--- src/rtl/branch_pkg.sv ---
// Shared types and the 2-bit saturating counter helper for the global branch predictor.
package branch_pkg;

  typedef enum logic {
    INIT = 1'b0,
    RUN  = 1'b1
  } sched_state_e;

  function automatic logic [1:0] sat2_next(input logic [1:0] cnt, input logic taken);
    if (taken) return (cnt == 2'b11) ? 2'b11 : cnt + 2'd1;
    else       return (cnt == 2'b00) ? 2'b00 : cnt - 2'd1;
  endfunction

endpackage

--- src/rtl/branch_upd_fifo.sv ---
// 1-bit resolved-outcome FIFO; a pop in the same cycle frees a slot for a push when full.
module branch_upd_fifo #(
  parameter int QDEPTH = 4
) (
  input  logic clk,
  input  logic reset,
  input  logic enq_val,
  output logic enq_rdy,
  input  logic enq_data,
  output logic deq_val,
  input  logic deq_rdy,
  output logic deq_data,
  output logic full
);

  localparam int PW = $clog2(QDEPTH);
  localparam logic [PW:0] PTR_ONE = 1;

  logic [PW:0]       wr_ptr_q, wr_ptr_d;
  logic [PW:0]       rd_ptr_q, rd_ptr_d;
  logic [QDEPTH-1:0] mem_q, mem_d;
  logic              empty, do_enq, do_deq;

  assign empty    = (wr_ptr_q == rd_ptr_q);
  assign full     = (wr_ptr_q[PW] != rd_ptr_q[PW]) && (wr_ptr_q[PW-1:0] == rd_ptr_q[PW-1:0]);
  assign deq_val  = !empty;
  assign deq_data = mem_q[rd_ptr_q[PW-1:0]];
  assign do_deq   = deq_rdy && !empty;
  assign enq_rdy  = !full || do_deq;
  assign do_enq   = enq_val && enq_rdy;

  always_comb begin
    wr_ptr_d = wr_ptr_q;
    rd_ptr_d = rd_ptr_q;
    mem_d    = mem_q;
    if (do_enq) begin
      mem_d[wr_ptr_q[PW-1:0]] = enq_data;
      wr_ptr_d = wr_ptr_q + PTR_ONE;
    end
    if (do_deq) rd_ptr_d = rd_ptr_q + PTR_ONE;
  end

  always_ff @(posedge clk or negedge reset) begin
    if (!reset) begin
      wr_ptr_q <= '0;
      rd_ptr_q <= '0;
      mem_q    <= '0;
    end else begin
      wr_ptr_q <= wr_ptr_d;
      rd_ptr_q <= rd_ptr_d;
      mem_q    <= mem_d;
    end
  end

endmodule

--- src/rtl/branch_pht_sched.sv ---
// Single-port PHT arbiter, GHR owner and post-reset PHT clear sweep for the global predictor.
// Optional BRANCH_PHT_SCHED_STATS_EN adds stall / forced-update counters.
//
//   state | meaning
//   INIT  | sweeping every PHT entry to weakly-not-taken; lookups blocked
//   RUN   | one lookup or one queued update per cycle
module branch_pht_sched
  import branch_pkg::*;
#(
  parameter int PHT_SIZE   = 2048,
  parameter int QDEPTH     = 4,
  parameter int STARVE_MAX = 3,
  localparam int AW        = $clog2(PHT_SIZE)
) (
  input  logic          clk,
  input  logic          reset,
  input  logic          lkup_val,
  output logic          lkup_rdy,
  output logic          lkup_taken,
  input  logic          upd_val,
  output logic          upd_rdy,
  input  logic          upd_taken,
  output logic [AW-1:0] pht_addr,
  input  logic [1:0]    pht_rdata,
  output logic          pht_wen,
  output logic [1:0]    pht_wdata,
  output logic          busy
`ifdef BRANCH_PHT_SCHED_STATS_EN
  ,
  output logic [31:0]   stat_lkup_stall,
  output logic [31:0]   stat_forced
`endif
);

  localparam int SW = $clog2(STARVE_MAX + 1);

  sched_state_e  state_q, state_d;
  logic [AW-1:0] sweep_cnt_q, sweep_cnt_d;
  logic [AW-1:0] ghr_q, ghr_d;
  logic [SW-1:0] starve_cnt_q, starve_cnt_d;

  logic q_enq_rdy, q_deq_val, q_head, q_full, q_pop;
  logic force_upd, upd_grant, lkup_grant;

  branch_upd_fifo #(.QDEPTH(QDEPTH)) u_fifo (
    .clk      (clk),
    .reset    (reset),
    .enq_val  (upd_val),
    .enq_rdy  (q_enq_rdy),
    .enq_data (upd_taken),
    .deq_val  (q_deq_val),
    .deq_rdy  (q_pop),
    .deq_data (q_head),
    .full     (q_full)
  );

  assign busy    = (state_q == INIT);
  assign upd_rdy = reset && q_enq_rdy;

  always_comb begin
    state_d      = state_q;
    sweep_cnt_d  = sweep_cnt_q;
    ghr_d        = ghr_q;
    starve_cnt_d = starve_cnt_q;
    lkup_rdy     = 1'b0;
    lkup_taken   = 1'b0;
    pht_addr     = '0;
    pht_wen      = 1'b0;
    pht_wdata    = 2'b00;
    q_pop        = 1'b0;
    force_upd    = 1'b0;
    upd_grant    = 1'b0;
    lkup_grant   = 1'b0;
    case (state_q)
      INIT: begin
        pht_wen     = 1'b1;
        pht_addr    = sweep_cnt_q;
        pht_wdata   = 2'b01;
        sweep_cnt_d = sweep_cnt_q + AW'(1);
        if (sweep_cnt_q == AW'(PHT_SIZE - 1)) state_d = RUN;
      end
      RUN: begin
        force_upd  = q_full || (starve_cnt_q == SW'(STARVE_MAX) && q_deq_val);
        upd_grant  = q_deq_val && (force_upd || !lkup_val);
        lkup_grant = lkup_val && !upd_grant;
        pht_addr   = ghr_q;
        if (upd_grant) begin
          q_pop        = 1'b1;
          pht_wen      = 1'b1;
          pht_wdata    = sat2_next(pht_rdata, q_head);
          ghr_d        = {ghr_q[AW-2:0], q_head};
          starve_cnt_d = '0;
        end else if (lkup_grant) begin
          lkup_rdy     = 1'b1;
          lkup_taken   = pht_rdata[1];
          starve_cnt_d = q_deq_val ? starve_cnt_q + SW'(1) : '0;
        end
      end
      default: state_d = INIT;
    endcase
    // Outputs stay quiet while reset is held, even though the state already reads INIT.
    if (!reset) begin
      pht_wen   = 1'b0;
      pht_wdata = 2'b00;
    end
  end

  always_ff @(posedge clk or negedge reset) begin
    if (!reset) begin
      state_q      <= INIT;
      sweep_cnt_q  <= '0;
      ghr_q        <= '0;
      starve_cnt_q <= '0;
    end else begin
      state_q      <= state_d;
      sweep_cnt_q  <= sweep_cnt_d;
      ghr_q        <= ghr_d;
      starve_cnt_q <= starve_cnt_d;
    end
  end

`ifdef BRANCH_PHT_SCHED_STATS_EN
  logic [31:0] stall_q, stall_d, forced_q, forced_d;

  always_comb begin
    stall_d  = stall_q;
    forced_d = forced_q;
    if (state_q == RUN && lkup_val && !lkup_rdy) stall_d = stall_q + 32'd1;
    if (upd_grant && force_upd) forced_d = forced_q + 32'd1;
  end

  always_ff @(posedge clk or negedge reset) begin
    if (!reset) begin
      stall_q  <= '0;
      forced_q <= '0;
    end else begin
      stall_q  <= stall_d;
      forced_q <= forced_d;
    end
  end

  assign stat_lkup_stall = stall_q;
  assign stat_forced     = forced_q;
`endif

endmodule

--- config.mk ---
export PLATFORM = sky130hd
export DESIGN_NAME = branch_pht_sched
export DESIGN_NICKNAME = d
export VERILOG_FILES = /design/src/rtl/branch_pkg.sv /design/src/rtl/branch_upd_fifo.sv /design/src/rtl/branch_pht_sched.sv
export SDC_FILE = /design/constraint.sdc
export NUM_CORES = 1
export LEC_CHECK = 0
export ABC_AREA = 0
export BUFFER_PORTS_ARGS = -buffer_cell sky130_fd_sc_hd__buf_2
export CORE_ASPECT_RATIO = 2
export CORE_MARGIN = 2
export CORE_UTILIZATION = 45
export DETAILED_ROUTE_END_ITERATION = 12
export HOLD_SLACK_MARGIN = 0.03
export PLACE_DENSITY = 0.68
export SLEW_MARGIN = 15
export SYNTH_ARGS = -nofsm -noshare
export SYNTH_HDL_FRONTEND = slang
export SYNTH_SLANG_ARGS = --single-unit
--- constraint.sdc ---
create_clock -name clk -period 3.9 [get_ports clk]
set_input_delay 0.585 -clock clk [delete_from_list [all_inputs] [get_ports clk]]
set_output_delay 0.585 -clock clk [all_outputs]
set_load 0.01 [all_outputs]
# == Word level (Yosys, flattened, before mapping) ==
# Cells that the tools add are included.
# totals
register_bits,35
inputBits,7
output_inout_bits,18
word_cells,69
# op_classes
add_sub_neg,6
order_cmp,3
n_eq_ne,6
n_mux,27
bitwise_logic,1
reduce_logical,19
# ops
cell,n
11-bit case mux with 2 select lines,1
2-bit 2-to-1 mux,8
1-bit 2-to-1 mux,13
"11-bit by 1-bit adder with 11-bit output, second input constant",1
"11-bit == test, second input constant",1
1-bit logical AND,8
"3-bit by 1-bit adder with 3-bit output, second input constant",2
"2-bit by 3-bit < comparator with 1-bit output, second input constant",2
"2-bit by 1-bit adder with 2-bit output, second input constant",2
4-bit bitwise mux,1
"2-bit == test, second input constant",2
1-bit logical NOT,4
2-bit case mux with 2 select lines,1
2-bit AND reduction,2
3-bit == test,1
1-bit logical OR,3
1-bit binary-select mux with 2-bit select,1
1-bit demux with 2-bit select,1
2-bit == test,1
"2-bit by 1-bit >= comparator with 1-bit output, second input constant",1
2-bit logical NOT,1
1-bit case mux with 2 select lines,1
2-bit nonzero test,1
"2-bit by 1-bit subtractor with 2-bit output, second input constant",1
2 further kinds,2

# == Logic depth before layout (Yosys ltp) ==
# Gate-level depths: netlist (run 1).
# depth
word_depth,11
depth_mapped,7
ltp_nobuf,5

# == Modules after synthesis ==
# A second synthesis (run 1) with hierarchy kept.
# unflattened
hier_cells,155
area_unflattened_um2,1919.3
# by_module_without_submodules
mod,n_inst,cells_each,area_per_inst_um2,seq_area_each_um2
branch_pht_sched,1,104,1287.5,625.6
branch_upd_fifo,1,51,631.9,250.2

# == Worst setup path after synthesis (run 1) ==
# Ideal clock, no wire load.
# synth_path
kind,register -> output
from,register u_fifo.rd_ptr_q[0]
to,output pht_wdata[0]
arrival_time_ps,1633
required_time_ps,3315
setup_slack_ps,1682
stages_incl_launch_ff,4
path_buffers,0
path_cell_list,dfrtp_1 > mux4_1 > maj3_1 > o211a_1
# synth_between
elab_chain_cells,9
word_cells_on_any_way,14
cone_classes,2 x eq/ne; 6 x mux; 6 x reduce/logical
# synth_rtl
element,line,text
"start, declared",branch_upd_fifo.sv:20,"logic [PW:0] rd_ptr_q, rd_ptr_d;"
"start signal, assigned",branch_upd_fifo.sv:50,rd_ptr_q <= rd_ptr_d;
3-bit == test,branch_upd_fifo.sv:24,assign empty = (wr_ptr_q == rd_ptr_q);
1-bit logical NOT,branch_upd_fifo.sv:26,assign deq_val = !empty;
1-bit logical AND,branch_pht_sched.sv:83,force_upd = q_full || (starve_cnt_q == SW'(STARVE_MAX) && q_deq_val);
1-bit logical OR,branch_pht_sched.sv:83,
1-bit logical OR,branch_pht_sched.sv:84,upd_grant = q_deq_val && (force_upd || !lkup_val);
1-bit logical AND,branch_pht_sched.sv:84,
2-bit 2-to-1 mux *,branch_pht_sched.sv:87,if (upd_grant) begin
2-bit case mux with 2 select lines *,branch_pht_sched.sv:74,case (state_q)
2-bit 2-to-1 mux *,branch_pht_sched.sv:102,if (!reset) begin
"end, declared",branch_pht_sched.sv:26,"output logic [1:0] pht_wdata,"
# Mark *: on every way between the ends. The rest lies on a longest branch, timed or not. The select of a mux whose other input is x is not followed.

# == Worst setup path after layout (run 1) ==
# layout_path
from,register state_q
to,output pht_wdata[1]
# layout_between
elab_chain_cells,3
# layout_rtl
element,line,text
"start, declared",branch_pht_sched.sv:37,"sched_state_e state_q, state_d;"
"start signal, assigned",branch_pht_sched.sv:115,state_q <= state_d;
1-bit inverter,--,
2-bit case mux with 2 select lines *,branch_pht_sched.sv:74,
2-bit 2-to-1 mux *,branch_pht_sched.sv:102,
# Mark *: on every way between the ends. The rest lies on a longest branch, timed or not.

==> impl_metrics.tcl, run 1 <==
set metrics [dict create \
    status "complete, no violations" \
    p_comb_share_pct 20.9 \
    syn2layout_area_growth_pct 14.0 \
    rsz0062_at_grt "false" \
    internal_power_w 0.000656 \
    cts_made_buffers 5 \
    grt_start_max_net_pins 31 \
    cap_violations 0 \
    cts_tree "built" \
    grt_pass1_vias 1149 \
    fillers 367 \
    setup_violations 0 \
    finalWirelength_um 3110 \
    initial_utilization_pct 46.0 \
    worst_pin_slew_ps 808 \
    relSlewSlack_pct 46.1 \
    syn_area_per_cell_um2 12.6 \
    start_kind "flip-flop" \
    fp.dieW_um 49.3 \
    synth-seq-cells 35 \
    postRouteAntennaNets 0 \
    grt_pass1_wl_um 5420 \
    synth_edf_count 0 \
    cp_max_fo 23 \
    yosysWarnings 0 \
    syn_nets 160 \
    hold_viol_final 0 \
    swShare_pct 28.9 \
    crit_type "flip-flop to primary output" \
    core_mm2 0.00401 \
    diodes 0 \
    cpPeakStageDelay_ps 870 \
    synthCells 146 \
    crit_path_end_kind "primary output" \
    dp_worst_setup_slack_ps 918 \
    syn-cell-area_mm2 0.00184 \
    ios 25 \
    regArea_um2 876 \
    clockPowerShare_pct 31.5 \
    tns_ps 0 \
    clk_latency_ps 290 \
    fin_ws_ps 609 \
    peakVddDrop_mv 0.341 \
    clk_pin_slew_ps 70 \
    drive_above_1_share_pct 34.9 \
    gp_congestion 0.764 \
    antenna_found_initial 0 \
    cp_num_buf_inv 2 \
    hp-class "primary input to async pin" \
    die_area_mm2 0.00466 \
    root_buffer "clkbuf_8" \
    cpMaxStageDelayCell "dfrtp_1" \
    drc_errors 0 \
    cts_sinks 35 \
    ys_seq_area_share_pct 47.5 \
    worstPathArrival_ps 2710 \
    finalMaxSlewViolations 0 \
    cts-resized-gates 0 \
    avgRoutedWirePerCell_um 13.7 \
    clockBufferDepth 2 \
    viasPerCell 5.12 \
    multi_input_area_um2 915 \
    period_needed_ps 3290 \
    power_frac_seq_pct 47.6 \
    numPortBuffers 24 \
    crit_required_ps 3310 \
    htreeDepth 2 \
    fin_nets 188 \
    grt_usage_pct 15.4 \
    powerDensity_mw_per_mm2 439 \
    die_h_um 94.5 \
    p_switching_w 0.000267 \
    fin_skew_ps 7.14 \
    drtIter0Drc 10 \
    route.vias.total 1162 \
    ys_types 34 \
    fin_crit_sh_pct 84.4 \
    placementRows 33 \
    grt.overflow.total 0 \
    synth_flop_cell "dfrtp_1" \
    first_pass_iters 4 \
    place_hpwl_um 2290 \
    cp_top_family "simple AND/OR/NAND/NOR gates" \
    post_cts_buffers 0 \
    hold_buffers 0 \
    p_leak_nw 1.05 \
    cp_cell_sequence "clkinv_1 > or3_1 > nor2_1 > buf_2" \
    fmax_mhz 304 \
    synthArstFlopShare_pct 100 \
]
-- cells by family (layout without fill, tap and decap cells) --
kind of cell,after synthesis,after routing,share of synthesized area (%)
adder cells (fa/ha/maj),9,9,5.83
AO/OA/AOI/OAI,13,13,5.29
multiplexers,29,29,20.1
AND/OR/NAND/NOR,33,33,9.30
XOR/XNOR,19,19,9.02
buffers and inverters,8,37,2.92
flip-flops,35,35,47.5
-- cell usage after synthesis, types with 2 or more instances --
| cell | number | area [um2] |
|---|---|---|
| xor2_1 | 4 | 35.0 |
| mux2_2 | 20 | 225 |
| and2_1 | 2 | 12.5 |
| nand3_1 | 3 | 15.0 |
| nand2_1 | 12 | 45.0 |
| buf_1 | 2 | 7.51 |
| o21ai_0 | 2 | 10.0 |
| xnor2_1 | 15 | 131 |
| nor3_1 | 2 | 10.0 |
| nand4_1 | 3 | 18.8 |
| dfrtp_1 | 35 | 876 |
| ha_1 | 7 | 87.6 |
| maj3_1 | 2 | 20.0 |
| inv_1 | 3 | 11.3 |
| o211a_1 | 2 | 20.0 |
| mux2_4 | 8 | 120 |
| a21oi_1 | 3 | 15.0 |
| a21o_1 | 2 | 15.0 |
| nor2_1 | 2 | 7.51 |
| and3_1 | 3 | 18.8 |
-- power groups by stage --
stage               Clock (W)  Combinational, W  Sequential, W
global placement            0          0.000190       0.000445
floorplan                   0          0.000153       0.000437
finish               0.000291          0.000193       0.000439
detailed placement          0          0.000194       0.000447
CTS                  0.000299          0.000196       0.000440
global route         0.000314          0.000216       0.000445
-- sequential cells by signal, indices dropped and copies added (netlist names) --
name,flops
u_fifo.wr_ptr_q,3
u_fifo.rd_ptr_q,3
starve_cnt_q,2
state_q,1
ghr_q,11
sweep_cnt_q,11
u_fifo.mem_q,4
-- layout make-up --
cell class	instances	share of cell area (%)
well taps	52	3.10
inverters	4	0.714
flip-flops and latches	35	41.7
repair buffers	25	6.07
clock inverters	1	0.357
multi-input cells	103	43.5
clock buffers	7	4.58
-- per-stage QoR --
stage	total power (W)	hold WS [ps]	instances	utilization (%)	instance area, um2
5_1_grt	0.000975	357	227	52.5	2100
6_report	0.000922	303	227	52.5	2100
3_3_place_gp	0.000635	479	219	49.9	2000
4_1_cts	0.000936	328	227	52.5	2100
2_1_floorplan	0.000590	289	146	-	1840
3_5_place_dp	0.000642	490	219	49.9	2000
-- path summary, 6_finish.rpt --
| check | start | end | slack [ps] | depth (start not counted) |
|---|---|---|---|---|
| worst max register to register | state_q | ghr_q[7] | 1290 | 3 |
| max in group asynchronous | reset | ghr_q[1] | 3030 | 2 |
| min in group clk | sweep_cnt_q[5] | sweep_cnt_q[5] | 500 | 1 |
| worst min register to register | sweep_cnt_q[5] | sweep_cnt_q[5] | 500 | 1 |
| worst max-delay path | state_q | pht_wdata[1] | 610 | 4 |
| worst min-delay path | reset | sweep_cnt_q[8] | 300 | 1 |
-- metal layers --
metal / GRT usage [%] / wire (um) / up-vias / part of all wire (%)
met5: 0 / 0 / - / 0
met4: 7.86 / 76 / 0 / 2.4
met3: 3.80 / 144 / 8 / 4.6
met2: 23.5 / 1420 / 26 / 46
met1: 20.0 / 1470 / 557 / 47
li1: - / - / 571 / -
-- layout by cell type, fill, tap and decap left out --
master / count
a21o_1: 2
a21oi_1: 3
a32o_1: 1
and2_1: 2
and3_1: 3
and3b_1: 1
and4_1: 1
buf_2: 24
buf_4: 1
clkbuf_8: 7
clkinv_1: 1
clkinvlp_4: 1
dfrtp_1: 35
ha_1: 7
inv_1: 3
maj3_1: 2
mux2_2: 20
mux2_4: 8
mux4_1: 1
nand2_1: 12
nand2b_1: 1
nand3_1: 3
nand4_1: 3
nor2_1: 2
nor2b_1: 1
nor3_1: 2
nor3b_1: 1
o211a_1: 2
o21ai_0: 2
o31a_1: 1
o31ai_1: 1
o41a_1: 1
or3_1: 1
xnor2_1: 15
xor2_1: 4
No activity file was read; power rests on OpenSTA's default activity.
==> inputs of run 2 (changes only) <==
--- a/config.mk
+++ b/config.mk
@@ -5,14 +5,14 @@
 export SDC_FILE = /design/constraint.sdc
 export NUM_CORES = 1
 export LEC_CHECK = 0
-export ABC_AREA = 0
+export ABC_AREA = 1
 export BUFFER_PORTS_ARGS = -buffer_cell sky130_fd_sc_hd__buf_2
 export CORE_ASPECT_RATIO = 2
 export CORE_MARGIN = 2
 export CORE_UTILIZATION = 45
 export DETAILED_ROUTE_END_ITERATION = 12
 export HOLD_SLACK_MARGIN = 0.03
-export PLACE_DENSITY = 0.68
+export PLACE_DENSITY = 0.7
 export SLEW_MARGIN = 15
 export SYNTH_ARGS = -nofsm -noshare
 export SYNTH_HDL_FRONTEND = slang
==> constraint.sdc (replaced) <==
create_clock -name clk -period 3.02 [get_ports clk]
set_input_delay 0.453 -clock clk [delete_from_list [all_inputs] [get_ports clk]]
set_output_delay 0.453 -clock clk [all_outputs]
set_load 0.01 [all_outputs]
==> impl_metrics.tcl, run 2 <==
set metrics [dict create \
    diodes 0 \
    syn_area_per_cell_um2 7.88 \
    r2r_slack_ps 1470 \
    place_hpwl_um 3350 \
    drtIter0Drc 22 \
    crit_type "flip-flop to primary output" \
    ios 25 \
    grt_start_max_net_pins 30 \
    grt_usage_pct 19.5 \
    final_area_mm2 0.00229 \
    root_buffer "clkbuf_8" \
    p_leak_nw 1.18 \
    crit_required_ps 2570 \
    relSlewSlack_pct 69.1 \
    ys_top_cells_by_count "nand2_1 (85), dfrtp_1 (35), inv_1 (23)" \
    avgRoutedWirePerCell_um 12.7 \
    cts_tree "built" \
    hp-class "primary input to flip-flop" \
    cp_cell_sequence "buf_4 > inv_1 > o21bai_1 > buf_2" \
    syn_nets 270 \
    ys_seq_area_share_pct 43.4 \
    fmax_mhz 458 \
    tns_ps 0 \
    placementRows 34 \
    clk_pin_slew_ps 70 \
    cp_max_fo 15 \
    core_mm2 0.00434 \
    final_util_pct 52.8 \
    fin_cells 337 \
    gp_congestion 0.858 \
    synth_top_area_cell "dfrtp_1" \
    worst_pin_slew_ps 463 \
    finalWirelength_um 4270 \
    fin_nets 296 \
    synth_flop_cell "dfrtp_1" \
    powerDensity_mw_per_mm2 568 \
    start_kind "flip-flop" \
    finalMaxSlewViolations 0 \
    cpMaxStageDelayCell "dfrtp_1" \
    grt.overflow.total 0 \
    die_area_mm2 0.00507 \
    cpPeakStageDelay_ps 630 \
    htreeDepth 2 \
    fin_skew_ps 8.28 \
    setup_violations 0 \
    period_needed_ps 2180 \
    yosysWarnings 0 \
    postRouteAntennaNets 0 \
    grt_pass1_wl_um 7410 \
    fin_crit_sh_pct 72.3 \
    viasPerCell 4.94 \
    synth_edf_count 0 \
    dpl.cell_count 328 \
    status "complete, no violations" \
    syn-cell-area_mm2 0.00202 \
    yosysMostFrequentCell "nand2_1" \
    crit_path_end_kind "primary output" \
    rsz0062_at_grt "false" \
    hold_viol_final 0 \
    first_pass_iters 4 \
    numPortBuffers 24 \
    cap_violations 0 \
    initial_utilization_pct 46.5 \
    clk_latency_ps 290 \
    drc_errors 0 \
    place_area_mm2 0.00216 \
    synth_area_leaders "dfrtp_1 (43%), nand2_1 (16%), nand2_2 (6.5%)" \
    layout_commonest_cell "nand2_1" \
    ys_types 27 \
    synthArstFlopShare_pct 100 \
    post_cts_buffers 0 \
    syn2layout_area_growth_pct 13.5 \
    grt_pass1_vias 1657 \
    reg_top3 "ghr_q (11), sweep_cnt_q (11), u_fifo.mem_q (4)" \
    worstPathArrival_ps 1730 \
    drive_above_1_share_pct 22.6 \
    fp.dieW_um 51.4 \
    synthCells 256 \
    power_w 0.00130 \
    cts_sinks 35 \
    peakVddDrop_mv 0.344 \
    clockBufferDepth 2 \
    die_h_um 98.7 \
    yosysTopAreaCellShare_pct 43.4 \
    antenna_found_initial 0 \
    final_cell_mix "nand2_1 (85), dfrtp_1 (35), buf_2 (24)" \
    route.vias.total 1664 \
    cts_made_buffers 5 \
    synth-seq-cells 35 \
]
run 2: cell count changes after synthesis, moves of 8 or more:
cell / change
nand2_2: +21
inv_1: +20
nand3_1: +14
mux2_4: -8
nand2_1: +73
o21ai_0: +11
mux2_2: -20
xnor2_1: -13
nor2_1: +12
run 2: repair_timing:
item / in CTS / in global routing
hold endpoints to repair: 6 / 0
hold buffers: 1 / 0
resized for setup: 0 / 0
run 2: worst max-delay path, delay by kind of cell (launching register included):
family                 cells  cell delay, ps
flip-flops                 1             630
buffers and inverters      3             620
AO/OA/AOI/OAI              1             190
run 2: through the flow:
step	hold WS, ps	setup WS [ps]
2_1_floorplan	157	1280
3_3_place_gp	317	1200
3_5_place_dp	318	1150
4_1_cts	473	831
5_1_grt	472	691
6_report	486	835
run 2: area by class of cell:
| type | instances | area (um2) |
|---|---|---|
| Tap cell | 54 | 67.6 |
| Fill cell | 443 | 2050 |
| Inverter | 26 | 100 |
| Clock buffer | 6 | 82.6 |
| Timing Repair Buffer | 27 | 145 |
| Clock inverter | 2 | 35.0 |
| Sequential cell | 35 | 876 |
| Multi-Input combinational cell | 187 | 983 |
run 2: where the power goes:
part           leakage, nW  switching (W)  total [W]  internal [W]
sequential           0.464      0.0000444   0.000558      0.000513
combinational        0.651       0.000198   0.000304      0.000106
clock               0.0612       0.000171   0.000438      0.000267
run 2: metal layers:
metal	vias up	routed length (um)	GRT usage, %	part of all wire [%]
li1	849	-	-	-
met2	42	2330	34.9	54
met4	0	214	12.3	5.0
met1	758	1580	19.9	37
met3	15	145	3.48	3.4
met5	-	0	0	0
run 2: worst paths after layout:
check,end,start,depth (start not counted)
setup / recovery,pht_addr[6],state_q,4
hold / removal,u_fifo.mem_q[1],upd_taken,3
setup reg to reg,ghr_q[10],u_fifo.wr_ptr_q[0],9
hold reg to reg,ghr_q[10],ghr_q[10],2
max in group asynchronous,u_fifo.rd_ptr_q[2],reset,3
min in group asynchronous,u_fifo.wr_ptr_q[1],reset,2
run 2: cells by family (layout without fill, tap and decap cells):
logic type,after synthesis,after routing,synth area share [%]
AO/OA/AOI/OAI,18,18,4.77
XOR/XNOR,9,9,3.91
adder cells (fa/ha/maj),7,7,4.34
buffers and inverters,34,61,7.87
flip-flops,35,35,43.4
AND/OR/NAND/NOR,153,153,35.7
